## src/rtl/nco_pkg.sv

```systemverilog
// nco_pkg: shared NCO widths and the frequency-estimator state type.
// Imported by the estimator, its sample interface and the benches.
package nco_pkg;

    localparam int DATA_W  = 13;
    localparam int PHASE_W = 32;

    typedef enum logic [2:0] {
        ST_IDLE,
        ST_ARM,
        ST_COUNT,
        ST_DIV,
        ST_DONE
    } nco_est_state_t;

endpackage

```

## src/rtl/nco_freq_est_if.sv

```systemverilog
// nco_freq_est_if: NCO sample stream (clken, in_valid, sin_i, cos_i).
// master drives the stream (NCO / bench), slave consumes it (estimator).
interface nco_freq_est_if #(
    parameter int DATA_W = nco_pkg::DATA_W
);

    logic                     clken;
    logic                     in_valid;
    logic signed [DATA_W-1:0] sin_i;
    logic signed [DATA_W-1:0] cos_i;

    modport master (
        output clken,
        output in_valid,
        output sin_i,
        output cos_i
    );

    modport slave (
        input clken,
        input in_valid,
        input sin_i,
        input cos_i
    );

endinterface

```

## src/rtl/seq_udiv.sv

```systemverilog
// seq_udiv: unsigned restoring divider, one quotient bit per clk.
// Ports: clk, reset_n (sync, active-low), i_start, i_num, i_den,
// o_busy, o_done (high in the cycle of the final iteration), o_quot.
// Only the low Q_W quotient bits are produced; the caller must
// guarantee i_num >> Q_W < i_den so the upper quotient bits are zero.
module seq_udiv #(
    parameter int N_W = 35,
    parameter int D_W = 24,
    parameter int Q_W = 32
) (
    input  logic           clk,
    input  logic           reset_n,
    input  logic           i_start,
    input  logic [N_W-1:0] i_num,
    input  logic [D_W-1:0] i_den,
    output logic           o_busy,
    output logic           o_done,
    output logic [Q_W-1:0] o_quot
);

    localparam int C_W = $clog2(Q_W + 1);

    logic [D_W-1:0] r_rem;
    logic [D_W-1:0] r_den;
    logic [Q_W-1:0] r_num;
    logic [Q_W-1:0] r_quot;
    logic [C_W-1:0] r_count;
    logic           r_busy;

    logic [D_W-1:0] w_num_hi;
    logic [D_W:0]   w_shift;
    logic [D_W-1:0] w_diff;
    logic           w_ge;

    // Upper numerator bits seed the remainder directly.
    assign w_num_hi = D_W'(i_num[N_W-1:Q_W]);
    assign w_shift  = {r_rem, r_num[Q_W-1]};
    assign w_ge     = w_shift >= {1'b0, r_den};
    // When w_ge the difference is below r_den, so D_W bits suffice.
    assign w_diff   = w_shift[D_W-1:0] - r_den;

    assign o_busy = r_busy;
    assign o_done = r_busy && (r_count == C_W'(1));
    assign o_quot = r_quot;

    always_ff @(posedge clk) begin
        if (!reset_n) begin
            r_rem   <= '0;
            r_den   <= '0;
            r_num   <= '0;
            r_quot  <= '0;
            r_count <= '0;
            r_busy  <= 1'b0;
        end else if (i_start) begin
            r_rem   <= w_num_hi;
            r_den   <= i_den;
            r_num   <= i_num[Q_W-1:0];
            r_quot  <= '0;
            r_count <= C_W'(Q_W);
            r_busy  <= 1'b1;
        end else if (r_busy) begin
            r_rem   <= w_ge ? w_diff : w_shift[D_W-1:0];
            r_num   <= {r_num[Q_W-2:0], 1'b0};
            r_quot  <= {r_quot[Q_W-2:0], w_ge};
            r_count <= r_count - C_W'(1);
            r_busy  <= (r_count != C_W'(1));
        end
    end

endmodule

```

## src/rtl/nco_freq_est.sv

```systemverilog
// nco_freq_est: recovers the NCO phase increment from its sin/cos stream.
// Ports: clk, reset_n (sync, active-low), smp (slave sample stream),
// start, busy, done, err, phi_est = NPER*2^PHASE_W/period_cnt, period_cnt.
module nco_freq_est #(
    parameter int DATA_W  = nco_pkg::DATA_W,
    parameter int PHASE_W = nco_pkg::PHASE_W,
    parameter int NPER    = 4,
    parameter int CNT_W   = 24
) (
    input  logic               clk,
    input  logic               reset_n,
    nco_freq_est_if.slave      smp,
    input  logic               start,
    output logic               busy,
    output logic               done,
    output logic               err,
    output logic [PHASE_W-1:0] phi_est,
    output logic [CNT_W-1:0]   period_cnt
);

    import nco_pkg::*;

    localparam int NP_W = $clog2(NPER);
    localparam int N_W  = PHASE_W + NP_W + 1;
    localparam int X_W  = $clog2(NPER + 1);

    localparam logic [N_W-1:0]   DIV_NUM  = N_W'(NPER) << PHASE_W;
    localparam logic [CNT_W-1:0] CNT_TOP  = '1;
    localparam logic [CNT_W-1:0] CNT_MIN  = CNT_W'(2 * NPER);
    localparam logic signed [DATA_W-1:0] ZERO = '0;

    nco_est_state_t r_state;
    nco_est_state_t w_state_nx;

    logic signed [DATA_W-1:0] r_sin_prev;
    logic [CNT_W-1:0]         r_cnt;
    logic [X_W-1:0]           r_ncross;
    logic [CNT_W-1:0]         r_period;
    logic [PHASE_W-1:0]       r_phi;
    logic                     r_busy;
    logic                     r_done;
    logic                     r_err;

    logic               w_s;
    logic               w_xc;
    logic               w_last_xc;
    logic [CNT_W-1:0]   w_cnt_inc;
    logic               w_cnt_top;
    logic               w_div_start;
    logic               w_div_busy;
    logic               w_div_done;
    logic [PHASE_W-1:0] w_quot;
    logic               w_fail;
    logic               w_finish;

    assign w_s = smp.clken & smp.in_valid;

    // Positive-going crossing; cos>0 rejects noise and negative frequency.
    assign w_xc = w_s && (r_sin_prev < ZERO) &&
                  (smp.sin_i >= ZERO) && (smp.cos_i > ZERO);

    assign w_last_xc = w_xc && (r_ncross == X_W'(NPER - 1));
    assign w_cnt_inc = r_cnt + CNT_W'(1);
    assign w_cnt_top = (w_cnt_inc == CNT_TOP);

    assign busy       = r_busy;
    assign done       = r_done;
    assign err        = r_err;
    assign phi_est    = r_phi;
    assign period_cnt = r_period;

    // Divisor is the count including the final crossing sample, so the
    // divide starts on the same edge that leaves COUNT.
    seq_udiv #(
        .N_W (N_W),
        .D_W (CNT_W),
        .Q_W (PHASE_W)
    ) u_div (
        .clk     (clk),
        .reset_n (reset_n),
        .i_start (w_div_start),
        .i_num   (DIV_NUM),
        .i_den   (w_cnt_inc),
        .o_busy  (w_div_busy),
        .o_done  (w_div_done),
        .o_quot  (w_quot)
    );

    always_comb begin
        w_state_nx  = r_state;
        w_div_start = 1'b0;
        w_fail      = 1'b0;
        w_finish    = 1'b0;
        unique case (r_state)
            ST_IDLE: begin
                if (start) w_state_nx = ST_ARM;
            end
            ST_ARM: begin
                if (w_xc) begin
                    w_state_nx = ST_COUNT;
                end else if (w_s && w_cnt_top) begin
                    w_fail     = 1'b1;
                    w_state_nx = ST_IDLE;
                end
            end
            ST_COUNT: begin
                if (w_last_xc) begin
                    w_div_start = 1'b1;
                    w_state_nx  = ST_DIV;
                end else if (w_s && w_cnt_top) begin
                    w_fail     = 1'b1;
                    w_state_nx = ST_IDLE;
                end
            end
            ST_DIV: begin
                // Aliased count, or a divider that never ran, aborts.
                if ((r_period < CNT_MIN) || !w_div_busy) begin
                    w_fail     = 1'b1;
                    w_state_nx = ST_IDLE;
                end else if (w_div_done) begin
                    w_state_nx = ST_DONE;
                end
            end
            ST_DONE: begin
                w_finish   = 1'b1;
                w_state_nx = ST_IDLE;
            end
            default: w_state_nx = ST_IDLE;
        endcase
    end

    always_ff @(posedge clk) begin
        if (!reset_n) begin
            r_state    <= ST_IDLE;
            r_sin_prev <= '0;
            r_cnt      <= '0;
            r_ncross   <= '0;
            r_period   <= '0;
            r_phi      <= '0;
            r_busy     <= 1'b0;
            r_done     <= 1'b0;
            r_err      <= 1'b0;
        end else begin
            r_state <= w_state_nx;
            r_done  <= w_finish;
            r_err   <= w_fail;
            if (w_finish) r_phi <= w_quot;
            if ((r_state == ST_IDLE) && start) begin
                r_busy     <= 1'b1;
                r_cnt      <= '0;
                r_ncross   <= '0;
                r_sin_prev <= '0;
            end else begin
                if (w_fail || w_finish) r_busy <= 1'b0;
                if (w_s) r_sin_prev <= smp.sin_i;
                if (r_state == ST_ARM) begin
                    if (w_xc) begin
                        r_cnt    <= '0;
                        r_ncross <= '0;
                    end else if (w_s) begin
                        r_cnt <= w_cnt_inc;
                    end
                end
                if ((r_state == ST_COUNT) && w_s) begin
                    r_cnt <= w_cnt_inc;
                    if (w_xc) r_ncross <= r_ncross + X_W'(1);
                    if (w_last_xc) r_period <= w_cnt_inc;
                end
            end
        end
    end

endmodule

```

## src/flat_wrapper.sv

```systemverilog
// flat-port wrapper written by rule: the top's interface ports become plain ports
module nco_freq_est_flat import nco_pkg::*;
#(
    parameter int DATA_W  = nco_pkg::DATA_W,
    parameter int PHASE_W = nco_pkg::PHASE_W,
    parameter int NPER    = 4,
    parameter int CNT_W   = 24
)
  (clk, reset_n, start, busy, done, err, phi_est, period_cnt, smp_clken, smp_in_valid, smp_sin_i, smp_cos_i);
  nco_freq_est_if #(.DATA_W(DATA_W)) smp_i ();
  input  logic clk;
  input  logic reset_n;
  input  logic start;
  output logic busy;
  output logic done;
  output logic err;
  output logic [PHASE_W-1:0] phi_est;
  output logic [CNT_W-1:0] period_cnt;
  input wire logic [$bits(smp_i.clken)-1:0] smp_clken;
  input wire logic [$bits(smp_i.in_valid)-1:0] smp_in_valid;
  input wire logic [$bits(smp_i.sin_i)-1:0] smp_sin_i;
  input wire logic [$bits(smp_i.cos_i)-1:0] smp_cos_i;
  assign smp_i.clken = smp_clken;
  assign smp_i.in_valid = smp_in_valid;
  assign smp_i.sin_i = smp_sin_i;
  assign smp_i.cos_i = smp_cos_i;
  nco_freq_est #(.DATA_W(DATA_W), .PHASE_W(PHASE_W), .NPER(NPER), .CNT_W(CNT_W)) u_core (.clk(clk), .reset_n(reset_n), .smp(smp_i), .start(start), .busy(busy), .done(done), .err(err), .phi_est(phi_est), .period_cnt(period_cnt));
endmodule
```

## config.mk

```make
export PLATFORM = sky130hd
export DESIGN_NAME = nco_freq_est_flat
export DESIGN_NICKNAME = d
export VERILOG_FILES = /design/src/rtl/nco_pkg.sv /design/src/rtl/nco_freq_est_if.sv /design/src/rtl/seq_udiv.sv /design/src/rtl/nco_freq_est.sv /design/src/flat_wrapper.sv
export SDC_FILE = /design/constraint.sdc
export NUM_CORES = 1
export LEC_CHECK = 0
export ABC_AREA = 1
export CELL_PAD_IN_SITES_DETAIL_PLACEMENT = 1
export CELL_PAD_IN_SITES_GLOBAL_PLACEMENT = 2
export CORE_ASPECT_RATIO = 1.25
export CORE_UTILIZATION = 33
export CTS_CLUSTER_DIAMETER = 120
export DETAILED_ROUTE_END_ITERATION = 7
export PLACE_DENSITY_LB_ADDON = 0.15
export SYNTH_ARGS = -nofsm -noshare
export SYNTH_HDL_FRONTEND = slang
export SYNTH_SLANG_ARGS = --single-unit
```

## constraint.sdc

```tcl
create_clock -name clk -period 2.9 [get_ports clk]
set_input_delay 0.58 -clock clk [delete_from_list [all_inputs] [get_ports clk]]
set_output_delay 0.58 -clock clk [all_outputs]
set_load 0.03 [all_outputs]
```

After elaboration in Yosys (flattened, before gate mapping)
Index checks and enable logic that the tools add are counted.

Reduce and logical (&&, ||, !) cells: 21. Bitwise logic cells: 3. Add/subtract/negate cells: 4. Eq/ne operators: 10. Multiplexer cells: 32. $lt $le $gt $ge: 5.

Operators with widths (number): $mux W24 (5); $mux W3 (12); $ge A25 B24 Y1 (1); $add A24 B1 Y24 const B (1); $eq A24 B24 Y1 const B (1); $lt A24 B4 Y1 const B (1); $sub A24 B24 Y24 (1); $ge A13 B1 Y1 const B (1); $gt A13 B1 Y1 const B (1); $lt A13 B1 Y1 const B (1); $mux W6 (2); $pmux W3 S4 (1); $mux W1 (11); $eq A3 B2 Y1 const B (3); $logic_and A1 B1 Y1 (8); $eq A6 B1 Y1 const B (1); $ne A6 B1 Y1 const B (1); $reduce_bool A2 Y1 (3); $sub A6 B1 Y6 const B (1); $reduce_and A2 Y1 (2); $reduce_or A2 Y1 (2); $add A3 B1 Y3 const B (1); $eq A3 B1 Y1 const B (1); $eq A3 B3 Y1 const B (1); other kinds (10) (12).

Register bits: 189. Output and inout port bits: 59. Input port bits: 31. Word-level logic and storage cells: 91.

Depth between registers and ports, before layout
Depth in word-level cells: 10. Mapped depth: 18. Gate-level depth less buffers: 18.

Hierarchy
Synthesis repeated with hierarchy kept, for this count alone.

Cell total of the unflattened synthesis: 1655. Area, all modules: 10923.0 um2.

By module, submodules not included: seq_udiv (seq. area each 2382.3 um2, cells an instance 1036, times used 1, area each 6742.7 um2); nco_freq_est (seq. area each 1801.7 um2, cells an instance 619, times used 1, area each 4180.3 um2).

Least setup slack after synthesis
Ideal clock, no wire load.

Path kind: register to register. From: register u_core.u_div.r_rem[11]. To: register u_core.u_div.r_rem[2]. Setup slack: 0.840 ns. Arrival: 1.930 ns. Buffers on the path: 1. Cell stages (with the launch flop): 11. Data required time: 2.769 ns. Cell sequence: dfxtp_1 > ha_1 > nand2_1 > o21ai_1 > a21oi_2 > nor2_1 > nor4_4 > nand3_4 > buf_6 > o211ai_2 > a21oi_2.

Word-level cells in the longest chain between the ends: 4.

RTL lines: from (decl) (line seq_udiv.sv:23) `logic [D_W-1:0] r_rem;`; from (signal assigned) (line seq_udiv.sv:55) `r_rem <= w_num_hi;`; from (signal assigned) (line seq_udiv.sv:62) `r_rem <= w_ge ? w_diff : w_shift[D_W-1:0];`; $ge A25 B24 Y1 (line seq_udiv.sv:38) `assign w_ge = w_shift >= {1'b0, r_den};`; $mux W24 (line seq_udiv.sv:62); $mux W3 (line seq_udiv.sv:61) `end else if (r_busy) begin`; $mux W3 (line seq_udiv.sv:54) `end else if (i_start) begin`.

Every way passes these cells. The select of a mux whose other input is x is not followed. A chain may end at the register's enable or synchronous reset.

Worst setup path after layout
From: register u_core.r_cnt[1]. To: register u_core.r_state[0].

Word-level cells in the longest chain between the ends: 6.

RTL lines: from (decl) (line nco_freq_est.sv:36) `logic [CNT_W-1:0] r_cnt;`; from (signal assigned) (line nco_freq_est.sv:161) `r_cnt <= w_cnt_inc;`; from (signal assigned) (line nco_freq_est.sv:165) `r_cnt <= w_cnt_inc;`; $add A24 B1 Y24 * (line nco_freq_est.sv:63) `assign w_cnt_inc = r_cnt + CNT_W'(1);`; $eq A24 B24 Y1 * (line nco_freq_est.sv:64) `assign w_cnt_top = (w_cnt_inc == CNT_TOP);`; $logic_and A1 B1 Y1 * (line nco_freq_est.sv:101, nco_freq_est.sv:110); $mux W3 *; $mux W3, on equally long branches; $pmux W3 S4 *; to (signal assigned) (line nco_freq_est.sv:144) `r_state <= w_state_nx;`; to (decl) (line nco_freq_est.sv:32) `nco_est_state_t r_state;`.

Mark *: on every way between the ends. The rest lies on a longest branch, timed or not.

==> metrics.md <==
| Metric | Value |
|---|---|
| Synth Area in Simple Gates | `27.2%` |
| CP peak stage delay | `0.41 ns` |
| Least-Margin Pin Slew | `0.885 ns` |
| XOR/XNOR share of the synthesized area | `2.63%` |
| Clk_lat worst skew | `0.44 ns` |
| WL final | `25400 µm` |
| Type of the most critical hold path | `flip-flop to flip-flop` |
| CTS tree | `yes` |
| Final Cycle Share | `85.3%` |
| Final-report setup violation count | `0` |
| Hold Vio Cnt, Final | `0` |
| Max_slew headroom | `40.9%` |
| Starting density of the core | `33.6%` |
| Max Freq | `0.404 GHz` |
| Synth Area per Inst | `7.38 µm²` |
| Util after Layout | `40.2%` |
| Min-delay src | `u_core.u_div.o_quot[31]` |
| Largest family of logic cells by synthesized area | `simple AND/OR/NAND/NOR gates` |
| TritonCTS Buffers | `17` |
| Hold slack | `0.466 ns` |
| Largest delay share family, worst path | `simple AND/OR/NAND/NOR gates` |
| Critical Path AT | `2.75 ns` |
| Pwr Density | `476 mW/mm²` |
| Die X | `150 µm` |
| Initial antenna violation count | `0` |
| Synth cell types | `47` |
| Async set-reset flop share out of synthesis | `0%` |
| Detailed Routing Iterations Pass 1 | `4` |
| Sequential Area | `0.00354 mm²` |
| Post-synthesis register bit count | `177` |
| Worst Path Max Fanout | `5` |
| Reg2Reg Setup Slack | `0.43 ns` |
| Gate Count Post-Synth | `1220` |
| Worst path slowest cell | `dfxtp_1` |
| WHS Endpoint | `u_core.u_div.o_quot[31]` |
| Rows | `67` |
| Via count | `8123` |
| Layout area overhead | `19.9%` |
| TNS Setup | `0 ns` |
| Die Area | `0.0279 mm²` |
| Most common cell after layout, fill and taps aside | `nand2_1` |
| Number of buffers and inverters on the critical path | `0` |
| Layout cells sized above 1 | `12.6%` |
| Fill cells | `3337` |
| Total GRT Usage | `19.3%` |
| RSZ-0062 raised after global routing | `no` |
| Reg2reg start | `u_core.r_cnt[1]` |
| Critical path origin | `u_core.r_cnt[1]` |
| Critical path class | `flip-flop to flip-flop` |
| Crit path required time | `3.18 ns` |
| Synth Warn # | `0` |
| Min Tclk post-route | `2.47 ns` |
| Most used cell, CP | `nand2_1` |
| Post-Route Skew | `0.0104 ns` |
| Max clock buf depth | `2` |
| Compound-Gate Fraction of Synth Area | `18.3%` |
| Pins Over Slew Limit | `0` |
| Post-synthesis sequential area ratio | `39.4%` |
| Vias/cell | `4.93` |
| Most frequent cells in the layout | `267 x nand2_1, 176 x dfxtp_1, 150 x nor2_1` |
| Nets | `1353` |
| GPL Wtd Cong | `0.812` |
| CTS Hold Bufs | `0` |
| Multi-input gate area | `0.00477 mm²` |
| Synth Area in Adders | `4.67%` |
| P_leak | `4.27 nW` |
| Wire per inst | `15.4 µm` |
| Top FF cell, synth | `dfxtp_1` |
| Largest net degree at the start of global routing | `46` |
| Register-to-Register Path Depth | `16` |
| Hold path depth | `2` |
| Die Y | `187 µm` |
| Io pins | `90` |
| Initial detailed-routing violation count | `353` |
| Post-CTS Setup Repair Bufs | `0` |
| Antenna violation net count after detailed routing | `0` |
| Crit-path cells | `ha_1 -> nand3_1 -> nor2_2 -> nand3_1 -> nor2_2 -> nand3_1 -> nand2_1 -> nand2_1 -> nor2_1 -> nand3_2 -> nand2_1 -> nand2_1 -> nand2_1 -> nand2_1 -> nand2_1 -> a21oi_1` |
| GRT overflow | `0` |
| DRC violations left | `0` |
| Max-cap violation count | `0` |
| Critical Path Source Type | `flip-flop` |
| Clock root cell | `clkbuf_16` |
| Status | `finished clean` |
| Core area | `0.0268 mm²` |
| CP Capture Type | `flip-flop` |
| R2R Path End | `u_core.r_state[0]` |
| Buffers on Ports | `77` |
| Clk sinks | `177` |
| First-pass GRT wire length | `42800 µm` |
| Net Count, Synth | `1284` |
| Synthesized area | `0.00900 mm²` |
| Clk slew on worst S/H paths | `0.07 ns` |
| Antenna Cells | `0` |
| Dpl hpwl | `18800 µm` |
| Vias in the first global route | `8333` |
| EDFF count, synth | `0` |
| Worst vdd ir | `0.385 mV` |
| PostCTS Resize Cnt | `0` |
| H-tree levels | `4` |
| Multiplexer share of the synthesized area | `0%` |
tightest hold or removal path: cells and delay by family (launching register included):
kind | cells | cell delay, ns
and+or+nand+nor | 1 | 0.06
DFF | 1 | 0.31
AOI/OAI and AO/OA | 1 | 0.05
layout make-up:
cell class | count | area share [%]
multi-input cells | 874 | 44.2
flip-flops and latches | 177 | 32.8
repair buffers | 99 | 8.85
inverters | 120 | 4.17
well taps | 345 | 4.00
clock buffers | 18 | 3.97
clock inverters | 14 | 2.02
where the power goes:
| group | total [W] | internal [W] | switching [W] |
|---|---|---|---|
| Sequential | 0.00243 | 0.00243 | 0.00000279 |
| Combinational | 0.000129 | 0.0000448 | 0.0000844 |
| Clock | 0.00258 | 0.00148 | 0.00110 |
| Total | 0.00514 | 0.00396 | 0.00118 |
synth_stat cells (2+ instances only):
| cell | n | area [µm²] |
|---|---|---|
| buf_4 | 5 | 37.5 |
| nor4_1 | 12 | 75.1 |
| o21bai_1 | 6 | 45.0 |
| nand3_1 | 37 | 185 |
| nor2_1 | 151 | 567 |
| nor3_1 | 5 | 25.0 |
| buf_2 | 9 | 45.0 |
| xor2_1 | 15 | 131 |
| a31oi_1 | 4 | 25.0 |
| or2_2 | 4 | 25.0 |
| nor3_2 | 2 | 20.0 |
| nand3b_1 | 3 | 22.5 |
| a22oi_1 | 3 | 22.5 |
| ha_1 | 32 | 400 |
| o22ai_1 | 20 | 125 |
| nor2_4 | 2 | 22.5 |
| inv_2 | 8 | 30.0 |
| nand2_2 | 27 | 169 |
| o211ai_2 | 17 | 213 |
| clkbuf_1 | 30 | 113 |
| buf_6 | 5 | 56.3 |
| a21o_1 | 3 | 22.5 |
| o21ai_1 | 6 | 30.0 |
| inv_1 | 110 | 413 |
| o21ai_0 | 52 | 260 |
| nand2_1 | 268 | 1010 |
| xnor2_1 | 12 | 105 |
| a21oi_1 | 107 | 536 |
| a211oi_1 | 6 | 45.0 |
| nand3_2 | 8 | 80.1 |
| o21a_1 | 11 | 82.6 |
| dfxtp_1 | 177 | 3540 |
| nand4_1 | 16 | 100 |
| clkinv_1 | 2 | 7.51 |
| a21oi_2 | 24 | 210 |
| nor2_2 | 10 | 62.6 |
sequential cells by signal (all words and copies together), names as in the netlist, named ones only:
| name | count |
|---|---|
| u_core.done | 1 |
| u_core.phi_est | 32 |
| u_core.u_div.o_busy | 1 |
| u_core.busy | 1 |
| u_core.u_div.r_count | 6 |
| u_core.u_div.r_rem | 24 |
| u_core.err | 1 |
| u_core.r_sin_prev | 1 |
| u_core.u_div.r_den | 24 |
| u_core.r_state | 3 |
| u_core.r_ncross | 2 |
| u_core.u_div.o_quot | 32 |
| u_core.period_cnt | 24 |
| u_core.r_cnt | 24 |
worst max-delay path by stage:
stage | end | depth (start not counted)
2_1_floorplan | u_core.u_div.r_rem[2] | 10
3_3_place_gp | u_core.period_cnt[14] | 9
3_5_place_dp | u_core.period_cnt[12] | 9
4_1_cts | u_core.r_state[0] | 16
5_1_grt | u_core.r_state[0] | 16
6_report | u_core.r_state[0] | 16
per-stage QoR:
step | total power (W) | cells | instance area, µm² | worst slack, ns
4_1_cts | 0.00523 | 1647 | 10800 | 0.350
2_1_floorplan | 0.00256 | 1220 | 9000 | 0.840
5_1_grt | 0.00534 | 1647 | 10800 | 0.170
3_5_place_dp | 0.00262 | 1615 | 10100 | 0.240
6_report | 0.00514 | 1647 | 10800 | 0.426
3_3_place_gp | 0.00262 | 1615 | 10100 | 0.256
routing by layer:
metal	part of all wire [%]	track usage, %	vias up
met4	1.6	5.63	0
met5	0	0	-
met2	49	33.2	78
li1	-	-	4153
met3	1.6	2.86	24
met1	47	24.5	3868
cells by family (layout without fill, tap and decap cells):
family,Yosys count,count (layout)
adder cells (fa/ha/maj),33,33
AND/OR/NAND/NOR,551,551
AO/OA/AOI/OAI,263,263
flip-flops,177,177
buffers and inverters,169,251
XOR/XNOR,27,27
Note: power is estimated with default switching activity, not from simulation.
